$ cat src/rtl/haz_pkg.sv
// Shared types and constants for the scoreboard hazard unit.
package haz_pkg;

    // Default parameter values for the hazard unit.
    localparam int unsigned DEF_NUM_REGS  = 8;
    localparam int unsigned DEF_LOAD_LAT  = 2;
    localparam int unsigned DEF_FLAG_LAT  = 1;
    localparam int unsigned DEF_BR_SHADOW = 1;

    // Counter widths: LOAD_LAT <= 4, FLAG_LAT <= 3, BR_SHADOW <= 3.
    localparam int unsigned REG_CNT_W    = 3;
    localparam int unsigned FLAG_CNT_W   = 2;
    localparam int unsigned SHADOW_CNT_W = 2;
    localparam int unsigned PERF_CNT_W   = 16;

    // Hazard unit control state.
    typedef enum logic [1:0] {
        RUN    = 2'd0,
        STALL  = 2'd1,
        SHADOW = 2'd2
    } haz_state_e;

endpackage

$ cat src/rtl/scoreboard_hazard_unit_if.sv
// Decode-stage <-> hazard unit bundle: decoded instruction fields in,
// pipeline steering and scoreboard bitmap out.
interface scoreboard_hazard_unit_if
    import haz_pkg::*;
#(
    parameter int unsigned NUM_REGS = DEF_NUM_REGS
);
    localparam int unsigned RW = $clog2(NUM_REGS);

    logic                id_valid;
    logic [RW-1:0]       id_rs1;
    logic [RW-1:0]       id_rs2;
    logic                id_rs1_used;
    logic                id_rs2_used;
    logic [RW-1:0]       id_rd;
    logic                id_rd_we;
    logic                id_is_load;
    logic                id_is_branch;
    logic                id_flag_we;

    logic                pc_write;
    logic                if_write;
    logic                idex_flush;
    logic                if_flush;
    logic [NUM_REGS-1:0] busy_regs;

    // Decode stage side.
    modport master (
        output id_valid, id_rs1, id_rs2, id_rs1_used, id_rs2_used,
               id_rd, id_rd_we, id_is_load, id_is_branch, id_flag_we,
        input  pc_write, if_write, idex_flush, if_flush, busy_regs
    );

    // Hazard unit side.
    modport slave (
        input  id_valid, id_rs1, id_rs2, id_rs1_used, id_rs2_used,
               id_rd, id_rd_we, id_is_load, id_is_branch, id_flag_we,
        output pc_write, if_write, idex_flush, if_flush, busy_regs
    );

endinterface

$ cat src/rtl/haz_scoreboard.sv
// Per-register pending-load down-counters plus a flag-pending counter.
// A set loads the latency and wins over the decrement in the same cycle;
// busy outputs are registered copies of (counter != 0).
module haz_scoreboard
    import haz_pkg::*;
#(
    parameter int unsigned NUM_REGS = DEF_NUM_REGS,
    parameter int unsigned LOAD_LAT = DEF_LOAD_LAT,
    parameter int unsigned FLAG_LAT = DEF_FLAG_LAT,
    parameter int unsigned RW       = $clog2(NUM_REGS)
)(
    input  logic                clk,
    input  logic                reset,
    input  logic                set_en,
    input  logic [RW-1:0]       set_idx,
    input  logic                flag_set_en,
    output logic [NUM_REGS-1:0] busy,
    output logic                flag_busy
);

    logic [REG_CNT_W-1:0]  cnt      [NUM_REGS];
    logic [REG_CNT_W-1:0]  cnt_nxt  [NUM_REGS];
    logic [NUM_REGS-1:0]   busy_nxt;
    logic [FLAG_CNT_W-1:0] flag_cnt;
    logic [FLAG_CNT_W-1:0] flag_cnt_nxt;

    // Next counter values: decrement toward zero, a set overrides.
    always_comb begin
        busy_nxt = '0;
        for (int i = 0; i < int'(NUM_REGS); i++) begin
            cnt_nxt[i] = (cnt[i] != '0) ? (cnt[i] - REG_CNT_W'(1)) : '0;
            if (set_en && (set_idx == RW'(i))) begin
                cnt_nxt[i] = REG_CNT_W'(LOAD_LAT);
            end
            busy_nxt[i] = (cnt_nxt[i] != '0);
        end

        flag_cnt_nxt = (flag_cnt != '0) ? (flag_cnt - FLAG_CNT_W'(1)) : '0;
        if (flag_set_en) begin
            flag_cnt_nxt = FLAG_CNT_W'(FLAG_LAT);
        end
    end

    // Counter and busy-bit registers; reset discards all pending entries.
    always_ff @(posedge clk) begin
        if (reset) begin
            cnt       <= '{default: '0};
            busy      <= '0;
            flag_cnt  <= '0;
            flag_busy <= 1'b0;
        end else begin
            cnt       <= cnt_nxt;
            busy      <= busy_nxt;
            flag_cnt  <= flag_cnt_nxt;
            flag_busy <= (flag_cnt_nxt != '0);
        end
    end

endmodule

$ cat src/rtl/scoreboard_hazard_unit.sv
// In-order pipeline hazard unit: stalls decode on RAW/WAW hazards against
// pending loads and on branches waiting for flags, and squashes the
// wrong-path fetch shadow after a branch issues.
// Optional: define HAZ_PERF_CNT_EN to add saturating stall_cycles and
// shadow_cycles performance counters.
module scoreboard_hazard_unit
    import haz_pkg::*;
#(
    parameter int unsigned NUM_REGS  = DEF_NUM_REGS,
    parameter int unsigned LOAD_LAT  = DEF_LOAD_LAT,
    parameter int unsigned FLAG_LAT  = DEF_FLAG_LAT,
    parameter int unsigned BR_SHADOW = DEF_BR_SHADOW
)(
    input  logic                     clk,
    input  logic                     reset,
    scoreboard_hazard_unit_if.slave  bus
`ifdef HAZ_PERF_CNT_EN
    ,
    output logic [PERF_CNT_W-1:0]    stall_cycles,
    output logic [PERF_CNT_W-1:0]    shadow_cycles
`endif
);

    localparam int unsigned RW = $clog2(NUM_REGS);

    haz_state_e              state;
    haz_state_e              state_nxt;
    logic [SHADOW_CNT_W-1:0] shadow_cnt;
    logic [SHADOW_CNT_W-1:0] shadow_cnt_nxt;

    logic [NUM_REGS-1:0]     busy;
    logic                    flag_busy;
    logic                    in_shadow;
    logic                    src_hazard;
    logic                    hazard;
    logic                    issue;
    logic                    load_set;
    logic                    flag_set;

    // Same-cycle hazard detection against the registered scoreboard.
    assign in_shadow  = (state == SHADOW);
    assign src_hazard = (bus.id_rs1_used  && busy[bus.id_rs1])
                     || (bus.id_rs2_used  && busy[bus.id_rs2])
                     || (bus.id_is_branch && flag_busy)
                     || (bus.id_rd_we     && busy[bus.id_rd]);
    assign hazard     = bus.id_valid && !in_shadow && src_hazard;
    assign issue      = bus.id_valid && !in_shadow && !hazard;
    assign load_set   = issue && bus.id_is_load && bus.id_rd_we;
    assign flag_set   = issue && bus.id_flag_we;

    assign bus.busy_regs = busy;

    // Pending-result tracking for registers and flags.
    haz_scoreboard #(
        .NUM_REGS (NUM_REGS),
        .LOAD_LAT (LOAD_LAT),
        .FLAG_LAT (FLAG_LAT),
        .RW       (RW)
    ) u_scoreboard (
        .clk         (clk),
        .reset       (reset),
        .set_en      (load_set),
        .set_idx     (bus.id_rd),
        .flag_set_en (flag_set),
        .busy        (busy),
        .flag_busy   (flag_busy)
    );

    // Control state register; reset aborts STALL/SHADOW immediately.
    always_ff @(posedge clk) begin
        if (reset) begin
            state      <= RUN;
            shadow_cnt <= '0;
        end else begin
            state      <= state_nxt;
            shadow_cnt <= shadow_cnt_nxt;
        end
    end

    // Next-state and pipeline steering outputs.
    always_comb begin
        state_nxt      = state;
        shadow_cnt_nxt = shadow_cnt;
        bus.pc_write   = 1'b1;
        bus.if_write   = 1'b1;
        bus.idex_flush = 1'b0;
        bus.if_flush   = 1'b0;

        case (state)
            RUN, STALL: begin
                if (hazard) begin
                    bus.pc_write   = 1'b0;
                    bus.if_write   = 1'b0;
                    bus.idex_flush = 1'b1;
                end
                if (issue && bus.id_is_branch && (BR_SHADOW > 0)) begin
                    state_nxt      = SHADOW;
                    shadow_cnt_nxt = SHADOW_CNT_W'(BR_SHADOW - 1);
                end else if (hazard) begin
                    state_nxt = STALL;
                end else begin
                    state_nxt = RUN;
                end
            end
            SHADOW: begin
                // Fetch keeps moving on the corrected path; the wrong-path
                // IF/ID contents are squashed and nothing issues.
                bus.if_flush   = 1'b1;
                bus.idex_flush = 1'b1;
                if (shadow_cnt == '0) begin
                    state_nxt = RUN;
                end else begin
                    shadow_cnt_nxt = shadow_cnt - SHADOW_CNT_W'(1);
                end
            end
            default: begin
                state_nxt = RUN;
            end
        endcase
    end

`ifdef HAZ_PERF_CNT_EN
    // Saturating performance counters for stall and shadow cycles.
    always_ff @(posedge clk) begin
        if (reset) begin
            stall_cycles  <= '0;
            shadow_cycles <= '0;
        end else begin
            if (hazard && (stall_cycles != '1)) begin
                stall_cycles <= stall_cycles + PERF_CNT_W'(1);
            end
            if (in_shadow && (shadow_cycles != '1)) begin
                shadow_cycles <= shadow_cycles + PERF_CNT_W'(1);
            end
        end
    end
`endif

endmodule

$ cat src/flat_wrapper.sv
// flat-port wrapper written by rule: the top's interface ports become plain ports
module scoreboard_hazard_unit_flat import haz_pkg::*;
#(
    parameter int unsigned NUM_REGS  = DEF_NUM_REGS,
    parameter int unsigned LOAD_LAT  = DEF_LOAD_LAT,
    parameter int unsigned FLAG_LAT  = DEF_FLAG_LAT,
    parameter int unsigned BR_SHADOW = DEF_BR_SHADOW
)
  (clk, reset, bus_id_valid, bus_id_rs1, bus_id_rs2, bus_id_rs1_used, bus_id_rs2_used, bus_id_rd, bus_id_rd_we, bus_id_is_load, bus_id_is_branch, bus_id_flag_we, bus_pc_write, bus_if_write, bus_idex_flush, bus_if_flush, bus_busy_regs);
  scoreboard_hazard_unit_if #(.NUM_REGS(NUM_REGS)) bus_i ();
  input  logic clk;
  input  logic reset;
  input wire logic [$bits(bus_i.id_valid)-1:0] bus_id_valid;
  input wire logic [$bits(bus_i.id_rs1)-1:0] bus_id_rs1;
  input wire logic [$bits(bus_i.id_rs2)-1:0] bus_id_rs2;
  input wire logic [$bits(bus_i.id_rs1_used)-1:0] bus_id_rs1_used;
  input wire logic [$bits(bus_i.id_rs2_used)-1:0] bus_id_rs2_used;
  input wire logic [$bits(bus_i.id_rd)-1:0] bus_id_rd;
  input wire logic [$bits(bus_i.id_rd_we)-1:0] bus_id_rd_we;
  input wire logic [$bits(bus_i.id_is_load)-1:0] bus_id_is_load;
  input wire logic [$bits(bus_i.id_is_branch)-1:0] bus_id_is_branch;
  input wire logic [$bits(bus_i.id_flag_we)-1:0] bus_id_flag_we;
  output wire logic [$bits(bus_i.pc_write)-1:0] bus_pc_write;
  output wire logic [$bits(bus_i.if_write)-1:0] bus_if_write;
  output wire logic [$bits(bus_i.idex_flush)-1:0] bus_idex_flush;
  output wire logic [$bits(bus_i.if_flush)-1:0] bus_if_flush;
  output wire logic [$bits(bus_i.busy_regs)-1:0] bus_busy_regs;
  assign bus_i.id_valid = bus_id_valid;
  assign bus_i.id_rs1 = bus_id_rs1;
  assign bus_i.id_rs2 = bus_id_rs2;
  assign bus_i.id_rs1_used = bus_id_rs1_used;
  assign bus_i.id_rs2_used = bus_id_rs2_used;
  assign bus_i.id_rd = bus_id_rd;
  assign bus_i.id_rd_we = bus_id_rd_we;
  assign bus_i.id_is_load = bus_id_is_load;
  assign bus_i.id_is_branch = bus_id_is_branch;
  assign bus_i.id_flag_we = bus_id_flag_we;
  assign bus_pc_write = bus_i.pc_write;
  assign bus_if_write = bus_i.if_write;
  assign bus_idex_flush = bus_i.idex_flush;
  assign bus_if_flush = bus_i.if_flush;
  assign bus_busy_regs = bus_i.busy_regs;
  scoreboard_hazard_unit #(.NUM_REGS(NUM_REGS), .LOAD_LAT(LOAD_LAT), .FLAG_LAT(FLAG_LAT), .BR_SHADOW(BR_SHADOW)) u_core (.clk(clk), .reset(reset), .bus(bus_i));
endmodule
$ cat config.mk
export PLATFORM = sky130hd
export DESIGN_NAME = scoreboard_hazard_unit_flat
export DESIGN_NICKNAME = d
export VERILOG_FILES = /design/src/rtl/haz_pkg.sv /design/src/rtl/scoreboard_hazard_unit_if.sv /design/src/rtl/haz_scoreboard.sv /design/src/rtl/scoreboard_hazard_unit.sv /design/src/flat_wrapper.sv
export SDC_FILE = /design/constraint.sdc
export NUM_CORES = 1
export LEC_CHECK = 0
export ABC_AREA = 1
export BUFFER_PORTS_ARGS = -buffer_cell sky130_fd_sc_hd__buf_2
export CAP_MARGIN = 15
export CELL_PAD_IN_SITES_DETAIL_PLACEMENT = 1
export CELL_PAD_IN_SITES_GLOBAL_PLACEMENT = 1
export CORE_MARGIN = 5
export CORE_UTILIZATION = 39
export CTS_BUF_LIST = sky130_fd_sc_hd__clkbuf_16
export CTS_CLUSTER_SIZE = 40
export DETAILED_ROUTE_END_ITERATION = 10
export GPL_ROUTABILITY_DRIVEN = 1
export PLACE_DENSITY_LB_ADDON = 0.1
export RECOVER_POWER = 50
export SYNTH_ARGS = -nofsm -noshare
export SYNTH_HDL_FRONTEND = slang
export SYNTH_SLANG_ARGS = --single-unit
export TNS_END_PERCENT = 100
$ cat constraint.sdc
create_clock -name clk -period 3.8 [get_ports clk]
set_input_delay 1.14 -clock clk [delete_from_list [all_inputs] [get_ports clk]]
set_output_delay 1.14 -clock clk [all_outputs]
set_load 0.02 [all_outputs]
# ---- Yosys cells after proc, flatten, opt, wreduce, memory -nomap -nowiden
# Index checks and enable logic that the tools add are counted.
dict set report word_totals {
  ff_bits 39
  out_inout_bits 12
  elab_cells 122
}
dict set report op_classes {
  n_addsub 10
  order_cmp 3
  eq_ne 12
  mux 36
  reduce_logical 48
}
# operator count
set ops {}
lappend ops {{2-to-1 mux 3 bit} 16}
lappend ops {{nonzero test 3 bit} 16}
lappend ops {{subtractor 3 x 1 -> 3 bit, second input constant} 8}
lappend ops {{logical AND 1 bit} 19}
lappend ops {{equality test 3 bit, second input constant} 4}
lappend ops {{less-than comparator 3 x 4 -> 1 bit, second input constant} 3}
lappend ops {{2-to-1 mux 2 bit} 6}
lappend ops {{binary-select mux 1 bit (select 3 bit)} 3}
lappend ops {{2-to-1 mux 1 bit} 8}
lappend ops {{one-hot mux 2 bit (2 select lines)} 2}
lappend ops {{equality test 3 x 2 -> 1 bit, second input constant} 2}
lappend ops {{nonzero test 2 bit} 3}
lappend ops {{zero test 2 bit} 2}
lappend ops {{inequality test 2 bit, second input constant} 2}
lappend ops {{subtractor 2 x 1 -> 2 bit, second input constant} 2}
lappend ops {{equality test 3 x 1 -> 1 bit, second input constant} 1}
lappend ops {{zero test 3 bit} 1}
lappend ops {{logical OR 1 bit} 3}
lappend ops {{AND reduction 3 bit} 1}
lappend ops {{equality test 2 x 1 -> 1 bit, second input constant} 1}
lappend ops {{equality test 2 bit, second input constant} 1}
lappend ops {{zero test 1 bit} 2}
lappend ops {{inequality test 2 x 1 -> 1 bit, second input constant} 1}
lappend ops {{one-hot mux 1 bit (2 select lines)} 1}
lappend ops {{OR reduction 2 bit} 1}

# ---- Longest topological paths before layout
# Gate-level depths: netlist (run 1).
dict set report depth {
  word_depth 14
  ltp_mapped 13
  ltp_nobuf 12
}

# ---- Hierarchy
# From an unflattened synthesis (run 1), not the netlist that was laid out.
dict set report unflattened {
  hier_cells 279
  area_unflattened_um2 1834.3
}
# module instances cells_per_inst area_per_inst_um2 seq_area_each_um2
set by_module_without_submodules {}
lappend by_module_without_submodules {haz_scoreboard 1 178 1312.5 700.7}
lappend by_module_without_submodules {scoreboard_hazard_unit 1 101 521.8 80.1}

# ---- Least setup slack after synthesis (run 1)
# No wires, ideal clock.
dict set report synth_path {
  path_type {input to output}
  startpoint {in bus_id_rd[0]}
  endpoint {out bus_idex_flush}
  arrival_time_ps 2319
  required_ps 2660
  setup_slack_ps 341
  stages 11
  n_path_buf 1
  cell_sequence {buf_4 -> inv_4 -> nand2_1 -> nand2_1 -> nand2_1 -> nand3_1 -> nand3_2 -> nand2_2 -> nor2_4 -> nand3b_1 -> nand2_1}
}
dict set report synth_between {
  elab_chain_cells 7
}
# item line
set synth_rtl {}
lappend synth_rtl {{start: declaration} flat_wrapper.sv:18} ;# input wire logic [$bits(bus_i.id_rd)-1:0] bus_id_rd;
lappend synth_rtl {{binary-select mux 1 bit (select 3 bit)} scoreboard_hazard_unit.sv:45} ;# || (bus.id_rd_we && busy[bus.id_rd]);
lappend synth_rtl {{2-to-1 mux 1 bit (not written as such)} scoreboard_hazard_unit.sv:45}
lappend synth_rtl {{logical AND 1 bit} scoreboard_hazard_unit.sv:45}
lappend synth_rtl {{logical OR 1 bit} scoreboard_hazard_unit.sv:45}
lappend synth_rtl {{logical AND 1 bit} scoreboard_hazard_unit.sv:46} ;# assign hazard = bus.id_valid && !in_shadow && src_hazard;
lappend synth_rtl {{2-to-1 mux 1 bit} scoreboard_hazard_unit.sv:91} ;# if (hazard) begin
lappend synth_rtl {{one-hot mux 1 bit (2 select lines)} scoreboard_hazard_unit.sv:89} ;# case (state)
lappend synth_rtl {{end: declaration} flat_wrapper.sv:25} ;# output wire logic [$bits(bus_i.idex_flush)-1:0] bus_idex_flush;
# Every way passes these cells. The select of a mux whose other input is x is not followed.

# ---- Final worst setup path (run 1)
# Ends and elaborated chain as after synthesis.

==> out/qor.yml, run 1 <==
power:
  leakagePower_nw: 1.057
  vdd_drop_max_v: 0.0002781
  powerDensity_nw_per_um2: 424.2
route:
  dr.first_iter.drc_count: 30
  drt_wl_total_um: 4734
  dr.pass1.iters: 4
  postRouteAntennaNets: 0
  drc_errors: 0
  vias: 1826
  wl_per_cell_um: 12.59
  via_per_inst: 4.856
clock_tree:
  cts.sink_count: 39
  cts_buffers: 5
  cts.htree.levels: 2
  holdBufCountCts: 0
  tritoncts: "yes"
  clk_transition_reported_paths_ns: 0.05
  cts-root-buf: "clkbuf_16"
  cts_resized: 0
  insertion_delay_ns: 0.28
  clock_path_buffers: 2
  cts_setup_buffers: 0
critical_path:
  slowest_stage: "nand3b_1"
  arrival_ns: 2.25
  regToRegStartpoint: "u_core.u_scoreboard.busy[4]"
  crit_path_end_kind: "primary output"
  crit_fanout: 8
  cpPeakStageDelay_ns: 0.20
  worst_setup_path_start_kind: "input port"
  rr_endpoint: "u_core.u_scoreboard.cnt[12]"
  r2r_slack_ns: 1.72
  worstPathRequired_ns: 2.66
  crit_type: "input port to primary output"
  worst_path_most_repeated_cell: "nand2_1"
  path_cells: "buf_2, inv_4, nand2_1, nand2_1, nand2_1, nand3_1, nand3_1, nand2_1, nor2_4, nand3b_1, nand2_1, buf_2"
  rr_worst_depth: 11
floorplan:
  start_util_pct: 39.94
  die_h_um: 82.09
  die_area_um2: 6739
  dieWidth_um: 82.09
  row_count: 26
  ios: 30
  core_area_um2: 5075
place:
  placed_cells: 368
  place_area_um2: 2225
  routabilityCongestion: 0.7237
  dp_hpwl_um: 3632
  port_buffers: 29
synthesis:
  yosysWarningCount: 0
  ys.flop_type: "dfxtp_1"
  synthDominantCellAreaShare_pct: 38.52
  synth_area_leader_cell: "dfxtp_1"
  synth_area_um2: 2027
  ys_seq_area_share_pct: 38.52
  synth.area.top_cells: "dfxtp_1, nand2_1, nand4_4"
  yosysMostFrequentCell: "nand2_1"
  netlist_instances: 274
  ys_top_cells_by_count: "nand2_1, inv_1, dfxtp_1"
  synth_fp_nets: 293
  async_flop_share_pct: 0
  synth_seq_cells: 39
  yosysUniqueCellTypes: 23
  syn_area_per_cell_um2: 7.398
  synth-edff-count: 0
layout:
  areaGrowthSynthToFinish_pct: 11.54
  design_area_um2: 2261
  antennaDiodeCount: 0
  drive_above_1_share_pct: 16.99
  nets: 324
  stdcell_count: 376
  nFillCells: 704
  fin_util_pct: 44.55
global_routing:
  grt_first_pass_wirelength_um: 8204
  grt_overflow: 0
  antenna_found_initial: 0
  grt_max_degree: 24
  grt_pass1_vias: 1778
  grt_usage_pct: 16.06
sta:
  max_slew_margin_pct: 60.52
  fin_crit_ns: 3.391
  drv_slew: 0
  setup_tns_ns: 0
  period_share_pct: 89.24
  hold_viol_final: 0
  tightestPinTransition_ns: 0.5922
  fmax_mhz: 294.9
  rsz0062_at_grt: "no"
  setup_viol: 0
  fin_worst_skew_ns: 0.005607
status:
  status: "complete, no violations"
job:
  maxCapViolations: 0
worst_hold_path:
  holdCritPathClass: "flop to flop"
  hold_path_startpoint: "u_core.u_scoreboard.flag_cnt[0]"
  hold_end: "u_core.u_scoreboard.flag_cnt[1]"
  hold_path_depth: 2
==> final cells by class <==
| type | instances | area (um2) | share of cell area (%) |
|---|---|---|---|
| Sequential cell | 39 | 780.7 | 34.53 |
| Clock buffer | 5 | 125.1 | 5.534 |
| Clock inverter | 3 | 38.79 | 1.716 |
| Multi-Input combinational cell | 178 | 888.4 | 39.29 |
| Tap cell | 70 | 87.58 | 3.874 |
| Timing Repair Buffer | 32 | 152.6 | 6.751 |
| Inverter | 49 | 187.7 | 8.301 |
==> metal layers <==
layer | vias up | routed length, um | track usage [%]
met1 | 855 | 2142 | 18.72
met3 | 10 | 221 | 4.338
met5 | - | 0 | 0
met4 | 0 | 85 | 5.980
li1 | 933 | - | -
met2 | 28 | 2286 | 28.03
==> critical path, delay by kind of cell <==
kind	cells	cell delay [ns]
buf+inv	3	0.38
simple gates	9	0.73
==> metrics by stage <==
stage	hold WS [ns]	worst slack, ns	power, mW
5_1_grt	0.5029	0.2839	1.007
3_5_place_dp	0.4556	0.4126	0.5161
3_3_place_gp	0.4316	0.4402	0.5151
4_1_cts	0.4631	0.4013	0.9869
2_1_floorplan	0.4128	0.3412	0.4942
6_report	0.4685	0.4089	0.9591
==> cell families after synthesis <==
| kind of cell | count (synthesis) | synth area share (%) |
|---|---|---|
| compound gates | 27 | 9.629 |
| fa+ha+maj | 1 | 0.6172 |
| buf+inv | 57 | 12.10 |
| flops | 39 | 38.52 |
| simple gates | 150 | 39.14 |
==> worst max-delay path by stage <==
stage | startpoint | to | cells after the start
finish | bus_id_rd[0] | bus_idex_flush | 12
global route | bus_id_rd[0] | bus_idex_flush | 12
CTS | bus_id_rd[0] | bus_idex_flush | 12
detailed placement | bus_id_rd[0] | bus_idex_flush | 12
global placement | bus_id_rd[0] | bus_idex_flush | 11
floorplan | bus_id_rd[0] | bus_idex_flush | 11
==> power breakdown <==
group / switching [mW] / internal, mW
Combinational: 0.0543 / 0.0246
Sequential: 0.00188 / 0.412
Clock: 0.160 / 0.306
==> cells in the final DEF, fill, tap and decap left out, types with 2 or more instances in the layout <==
| cell | n |
|---|---|
| a21oi_1 | 9 |
| a21oi_2 | 16 |
| buf_2 | 20 |
| buf_4 | 2 |
| clkbuf_1 | 10 |
| clkbuf_16 | 5 |
| clkinv_2 | 2 |
| dfxtp_1 | 39 |
| inv_1 | 45 |
| inv_2 | 2 |
| nand2_1 | 60 |
| nand3_1 | 20 |
| nand3b_1 | 2 |
| nand4_1 | 11 |
| nor2_1 | 30 |
| nor3_1 | 24 |
==> registers in the layout (all words and copies together) (netlist names) <==
signal	count
u_core.shadow_cnt	2
u_core.state	2
u_core.u_scoreboard.busy	8
u_core.u_scoreboard.cnt	24
u_core.u_scoreboard.flag_busy	1
u_core.u_scoreboard.flag_cnt	2
Power figures use the tool's default switching activity.
==> run 2, diff against run 1 <==
Settings changed: CTS_BUF_LIST sky130_fd_sc_hd__clkbuf_16 to not set.
Clock period 3.8 ns to 4.4 ns, I/O delays scaled along.
==> out/qor.yml, run 2 (synthesized netlist as in run 1, its figures left out) <==
sta:
  rsz0062_at_grt: "no"  # unchanged
  setup_viol: 0  # unchanged
  tightestPinTransition_ns: 0.8130  # was 0.5922 ns
  fmax_mhz: 261.7
  setup_tns_ns: 0  # unchanged
  fin_crit_ns: 3.821
  period_share_pct: 86.85
  drv_slew: 0  # unchanged
  hold_viol_final: 0  # unchanged
  max_slew_margin_pct: 45.80  # was 60.52%
  fin_worst_skew_ns: 0.008331  # was 0.005607 ns
power:
  p_int_uw: 559.5  # was 742.7 uW
  power.share.sequential_pct: 48.8  # was 43.2%
  p_clk_share_pct: 42.1  # was 48.6%
  comb_power_share_pct: 9.1  # was 8.2%
  powerDensity_nw_per_um2: 331.6  # was 424.2 nW/um2
  switching_share_pct: 23.55  # was 22.56%
  leakagePower_nw: 1.032  # was 1.057 nW
  netSwitchingPower_uw: 172.3  # was 216.4 uW
  vdd_drop_max_v: 0.0001572  # was 0.0002781 V
layout:
  fin_util_pct: 43.49  # was 44.55%
  final_cell_mix: "nand2_1, inv_1, dfxtp_1, nor2_1, nor3_1"  # unchanged
  top_regs: "u_core.u_scoreboard.cnt x24, u_core.u_scoreboard.busy x8"  # unchanged
  areaGrowthSynthToFinish_pct: 8.889  # was 11.54%
  largest_reg_flops: 24  # unchanged
  regMostFlops: "u_core.u_scoreboard.cnt"  # unchanged
  nets: 323  # was 324
  antennaDiodeCount: 0  # unchanged
  final_common_cell: "nand2_1"  # unchanged
  drive_above_1_share_pct: 16.39  # was 16.99%
place:
  routabilityCongestion: 0.7317  # was 0.7237
  dp_hpwl_um: 3475  # was 3632 um
  port_buffers: 29  # unchanged
global_routing:
  grt_pass1_vias: 1660  # was 1778
  grt_usage_pct: 14.63  # was 16.06%
  grt_first_pass_wirelength_um: 7617  # was 8204 um
  grt_max_degree: 36  # was 24
  antenna_found_initial: 0  # unchanged
  grt_overflow: 0  # unchanged
floorplan:
  die_h_um: 82.09  # unchanged
  dieWidth_um: 82.09  # unchanged
  die_area_um2: 6739  # unchanged
  row_count: 26  # unchanged
  core_area_um2: 5075  # unchanged
  start_util_pct: 39.94  # unchanged
  ios: 30  # unchanged
critical_path:
  worst_setup_path_start_kind: "input port"  # unchanged
  regToRegStartpoint: "u_core.u_scoreboard.busy[4]"  # unchanged
  worstPathRequired_ns: 3.08  # was 2.66 ns
  cpPeakStageDelay_ns: 0.20  # about the same
  crit_start: "bus_id_rs2[0]"  # was bus_id_rd[0]
  crit_type: "input port to primary output"  # unchanged
  arrival_ns: 2.50  # was 2.25 ns
  crit_fanout: 5  # was 8
  crit_path_end_kind: "primary output"  # unchanged
  slowest_stage: "nand3b_1"  # unchanged
  path_cells: "clkbuf_1, inv_1, nand2_1, nand3_1, nand3_1, nand3_1, nand2_1, nor2_4, nand3b_1, nand2_1, buf_2"  # was buf_2, inv_4, nand2_1, nand2_1, nand2_1, nand3_1, nand3_1, nand2_1, nor2_4, nand3b_1, nand2_1, buf_2
route:
  dr.first_iter.drc_count: 57  # was 30
  drc_errors: 0  # unchanged
  postRouteAntennaNets: 0  # unchanged
  wl_per_cell_um: 12.02  # was 12.59 um
  vias: 1770  # was 1826
  drt_wl_total_um: 4507  # was 4734 um
  via_per_inst: 4.720  # was 4.856
  dr.pass1.iters: 4  # unchanged
clock_tree:
  cts_buffers: 5  # unchanged
  clock_path_buffers: 2  # unchanged
  tritoncts: "yes"  # unchanged
  cts.sink_count: 39  # unchanged
  cts-root-buf: "clkbuf_8"  # was clkbuf_16
  cts_resized: 0  # unchanged
  holdBufCountCts: 0  # unchanged
  clk_transition_reported_paths_ns: 0.08  # was 0.05 ns
  insertion_delay_ns: 0.29  # was 0.28 ns
  cts_setup_buffers: 0  # unchanged
  cts.htree.levels: 2  # unchanged
job:
  maxCapViolations: 0  # unchanged
worst_hold_path:
  holdCritPathClass: "flop to flop"  # unchanged
  hold_path_startpoint: "u_core.u_scoreboard.flag_cnt[0]"  # unchanged
status:
  status: "complete, no violations"  # unchanged
[run 2: worst max-delay path, delay by kind of cell]
family | cells | cell delay [ns]
buf+inv | 3 | 0.43
simple gates | 8 | 0.75
[run 2: per-layer routing]
layer  GRT usage (%)  vias to the layer above  share of wire, %
met5               0                        -                 0
met4           3.987                        0              0.78
met3           4.338                        4               5.7
met2           24.07                       32                45
met1           18.61                      802                48
li1                -                      932                 -
[run 2: worst paths after layout]
path / slack, ns / end / cells after the start
setup reg to reg: 2.40 / u_core.u_scoreboard.cnt[3] / 11
hold / removal: 0.45 / u_core.u_scoreboard.flag_cnt[1] / 2
hold reg to reg: 0.45 / u_core.u_scoreboard.flag_cnt[1] / 2
setup / recovery: 0.58 / bus_idex_flush / 11
[run 2: layout make-up]
| class | count | area (um2) |
|---|---|---|
| clock buffer | 6 | 82.58 |
| clock inverter | 2 | 35.03 |
| fill | 678 | 2868 |
| inverter | 49 | 187.7 |
| multi-input combinational | 178 | 889.6 |
| sequential | 39 | 780.7 |
| tap | 70 | 87.58 |
| timing repair buffer | 31 | 143.9 |
[run 2: power groups by stage]
stage / registers (mW) / clock network (mW) / logic, mW
floorplan: 0.365 / 0 / 0.0614
global placement: 0.365 / 0 / 0.0791
detailed placement: 0.365 / 0 / 0.0792
CTS: 0.357 / 0.317 / 0.0796
global route: 0.357 / 0.331 / 0.0743
finish: 0.357 / 0.308 / 0.0663
[run 2: metrics by stage]
stage          instances  power [mW]  worst slack (ns)  hold slack [ns]  cell area, um2
2_1_floorplan        274      0.4268            0.5812           0.4128            2027
3_3_place_gp         367      0.4444            0.6774           0.4337            2217
3_5_place_dp         367      0.4447            0.6509           0.4350            2217
4_1_cts              375      0.7535            0.6477           0.4486            2335
5_1_grt              375      0.7626            0.3720           0.5010            2207
6_report             375      0.7318            0.5786           0.4536            2207
==> run 3, diff against run 2 <==
Settings changed: REMOVE_ABC_BUFFERS set to 1.
==> out/qor.yml, run 3 (synthesized netlist as in run 1, its figures left out) <==
status:
  status: "complete, no violations"  # unchanged
clock_tree:
  clock_path_buffers: 2  # unchanged
  cts_resized: 0  # unchanged
  cts.htree.levels: 2  # unchanged
  insertion_delay_ns: 0.30  # was 0.29 ns
  cts.sink_count: 39  # unchanged
  cts-root-buf: "clkbuf_8"  # unchanged
  cts_setup_buffers: 0  # unchanged
  tritoncts: "yes"  # unchanged
  clk_transition_reported_paths_ns: 0.08  # about the same
  cts_buffers: 5  # unchanged
  holdBufCountCts: 0  # unchanged
route:
  dr.first_iter.drc_count: 83  # was 57
  dr.pass1.iters: 4  # unchanged
  drt_wl_total_um: 4872  # was 4507 um
  via_per_inst: 4.832  # was 4.720
  drc_errors: 0  # unchanged
  vias: 1817  # was 1770
  wl_per_cell_um: 12.96  # was 12.02 um
  postRouteAntennaNets: 0  # unchanged
global_routing:
  grt_pass1_vias: 1807  # was 1660
  grt_usage_pct: 15.87  # was 14.63%
  grt_first_pass_wirelength_um: 8162  # was 7617 um
  grt_overflow: 0  # unchanged
  antenna_found_initial: 0  # unchanged
  grt_max_degree: 24  # was 36
critical_path:
  worst_setup_path_start_kind: "input port"  # unchanged
  rr_worst_depth: 11  # unchanged
  regToRegStartpoint: "u_core.u_scoreboard.busy[0]"  # was u_core.u_scoreboard.busy[4]
  crit_start: "bus_id_rd[0]"  # was bus_id_rs2[0]
  r2r_slack_ns: 2.31  # was 2.40 ns
  endpoint: "bus_idex_flush"  # unchanged
  crit_path_end_kind: "primary output"  # unchanged
  crit_type: "input port to primary output"  # unchanged
  arrival_ns: 2.59  # was 2.50 ns
  rr_endpoint: "u_core.u_scoreboard.cnt[9]"  # was u_core.u_scoreboard.cnt[3]
  worstPathRequired_ns: 3.08  # about the same
  crit_fanout: 8  # was 5
place:
  routabilityCongestion: 0.8462  # was 0.7317
  dp_hpwl_um: 3805  # was 3475 um
  place_ws_ns: 0.6282  # was 0.6509 ns
  port_buffers: 29  # unchanged
floorplan:
  die_area_um2: 6739  # unchanged
  ios: 30  # unchanged
  start_util_pct: 39.94  # unchanged
  dieWidth_um: 82.09  # unchanged
  row_count: 26  # unchanged
  core_area_um2: 5075  # unchanged
  die_h_um: 82.09  # unchanged
power:
  leakagePower_nw: 1.034  # was 1.032 nW
  vdd_drop_max_v: 0.0001467  # was 0.0001572 V
  powerDensity_nw_per_um2: 332.8  # was 331.6 nW/um2
layout:
  regMostFlops: "u_core.u_scoreboard.cnt"  # unchanged
  antennaDiodeCount: 0  # unchanged
  nets: 324  # was 323
  regArea_um2: 780.7  # unchanged
  largest_reg_flops: 24  # unchanged
  final_common_cell: "nand2_1"  # unchanged
  multiInputGateArea_um2: 888.4  # was 889.6 um2
  drive_above_1_share_pct: 17.32  # was 16.39%
  nFillCells: 692  # was 678
  top_regs: "u_core.u_scoreboard.cnt x24, u_core.u_scoreboard.busy x8"  # unchanged
  areaGrowthSynthToFinish_pct: 9.197  # was 8.889%
  final_cell_mix: "nand2_1, inv_1, dfxtp_1, nor2_1, nor3_1"  # unchanged
sta:
  rsz0062_at_grt: "no"  # unchanged
  fin_worst_skew_ns: 0.01123  # was 0.008331 ns
  fmax_mhz: 255.6  # was 261.7 MHz
  drv_slew: 0  # unchanged
  period_share_pct: 88.92  # was 86.85%
  fin_crit_ns: 3.912  # was 3.821 ns
  max_slew_margin_pct: 60.00  # was 45.80%
  tightestPinTransition_ns: 0.6001  # was 0.8130 ns
  hold_viol_final: 0  # unchanged
  setup_viol: 0  # unchanged
  setup_tns_ns: 0  # unchanged
  setup_ws_ns: 0.4877  # was 0.5786 ns
worst_hold_path:
  holdCritPathClass: "flop to flop"  # unchanged
  hold_path_startpoint: "u_core.u_scoreboard.flag_cnt[0]"  # unchanged
job:
  maxCapViolations: 0  # unchanged
run 3: cell count changes in the layout (fill, tap and decap cells not counted), sizes merged:
cell	before	now
buf	20	21
run 3: worst max-delay path: stages:
cell and delay, ns:
clkbuf_1 0.30, nand2_1 0.09, o21ai_1 0.10, nand2_1 0.08
nand3_1 0.08, nand3_2 0.07, nand2_2 0.06, nor2_1 0.05
nand3b_1 0.20, nand2_1 0.08, buf_2 0.16
run 3: per-layer routing:
layer | global-route usage (%) | wire [um] | up-vias | part of all wire [%]
met5 | 0 | 0 | - | 0
met4 | 4.485 | 62 | 0 | 1.3
met3 | 3.579 | 175 | 6 | 3.6
met2 | 27.95 | 2301 | 26 | 47
met1 | 19.31 | 2332 | 851 | 48
li1 | - | - | 934 | -
run 3: power breakdown:
part           switching, mW  total, mW  internal [mW]
Clock                  0.128      0.311          0.184
Sequential           0.00167      0.357          0.355
Combinational         0.0473     0.0681         0.0207
run 3: area by class of cell:
class | instances | share of cell area [%]
multi-input cells | 178 | 40.14
flip-flops and latches | 39 | 35.27
inverters | 49 | 8.479
repair buffers | 32 | 6.840
well taps | 70 | 3.957
clock buffers | 6 | 3.731
clock inverters | 2 | 1.583
run 3: worst min-delay path by stage:
stage,to,slack [ns],cells after the start
after global routing,u_core.u_scoreboard.flag_cnt[1],0.50,2
final,u_core.u_scoreboard.flag_cnt[0],0.46,1
after CTS,u_core.u_scoreboard.flag_cnt[0],0.44,1
after detailed placement,u_core.u_scoreboard.flag_cnt[0],0.43,1
after global placement,u_core.u_scoreboard.flag_cnt[0],0.43,1
after floorplan,u_core.u_scoreboard.flag_cnt[0],0.41,1
run 3: through the flow:
stage	cell area, um2	total power [mW]	utilization (%)	hold slack, ns	std cells
finish	2213	0.7365	43.61	0.4557	376
global route	2213	0.7697	43.61	0.4963	376
CTS	2342	0.7581	46.15	0.4444	376
detailed placement	2225	0.4473	43.84	0.4322	368
floorplan	1969	0.4126	-	0.4127	266
global placement	2225	0.4458	43.84	0.4263	368
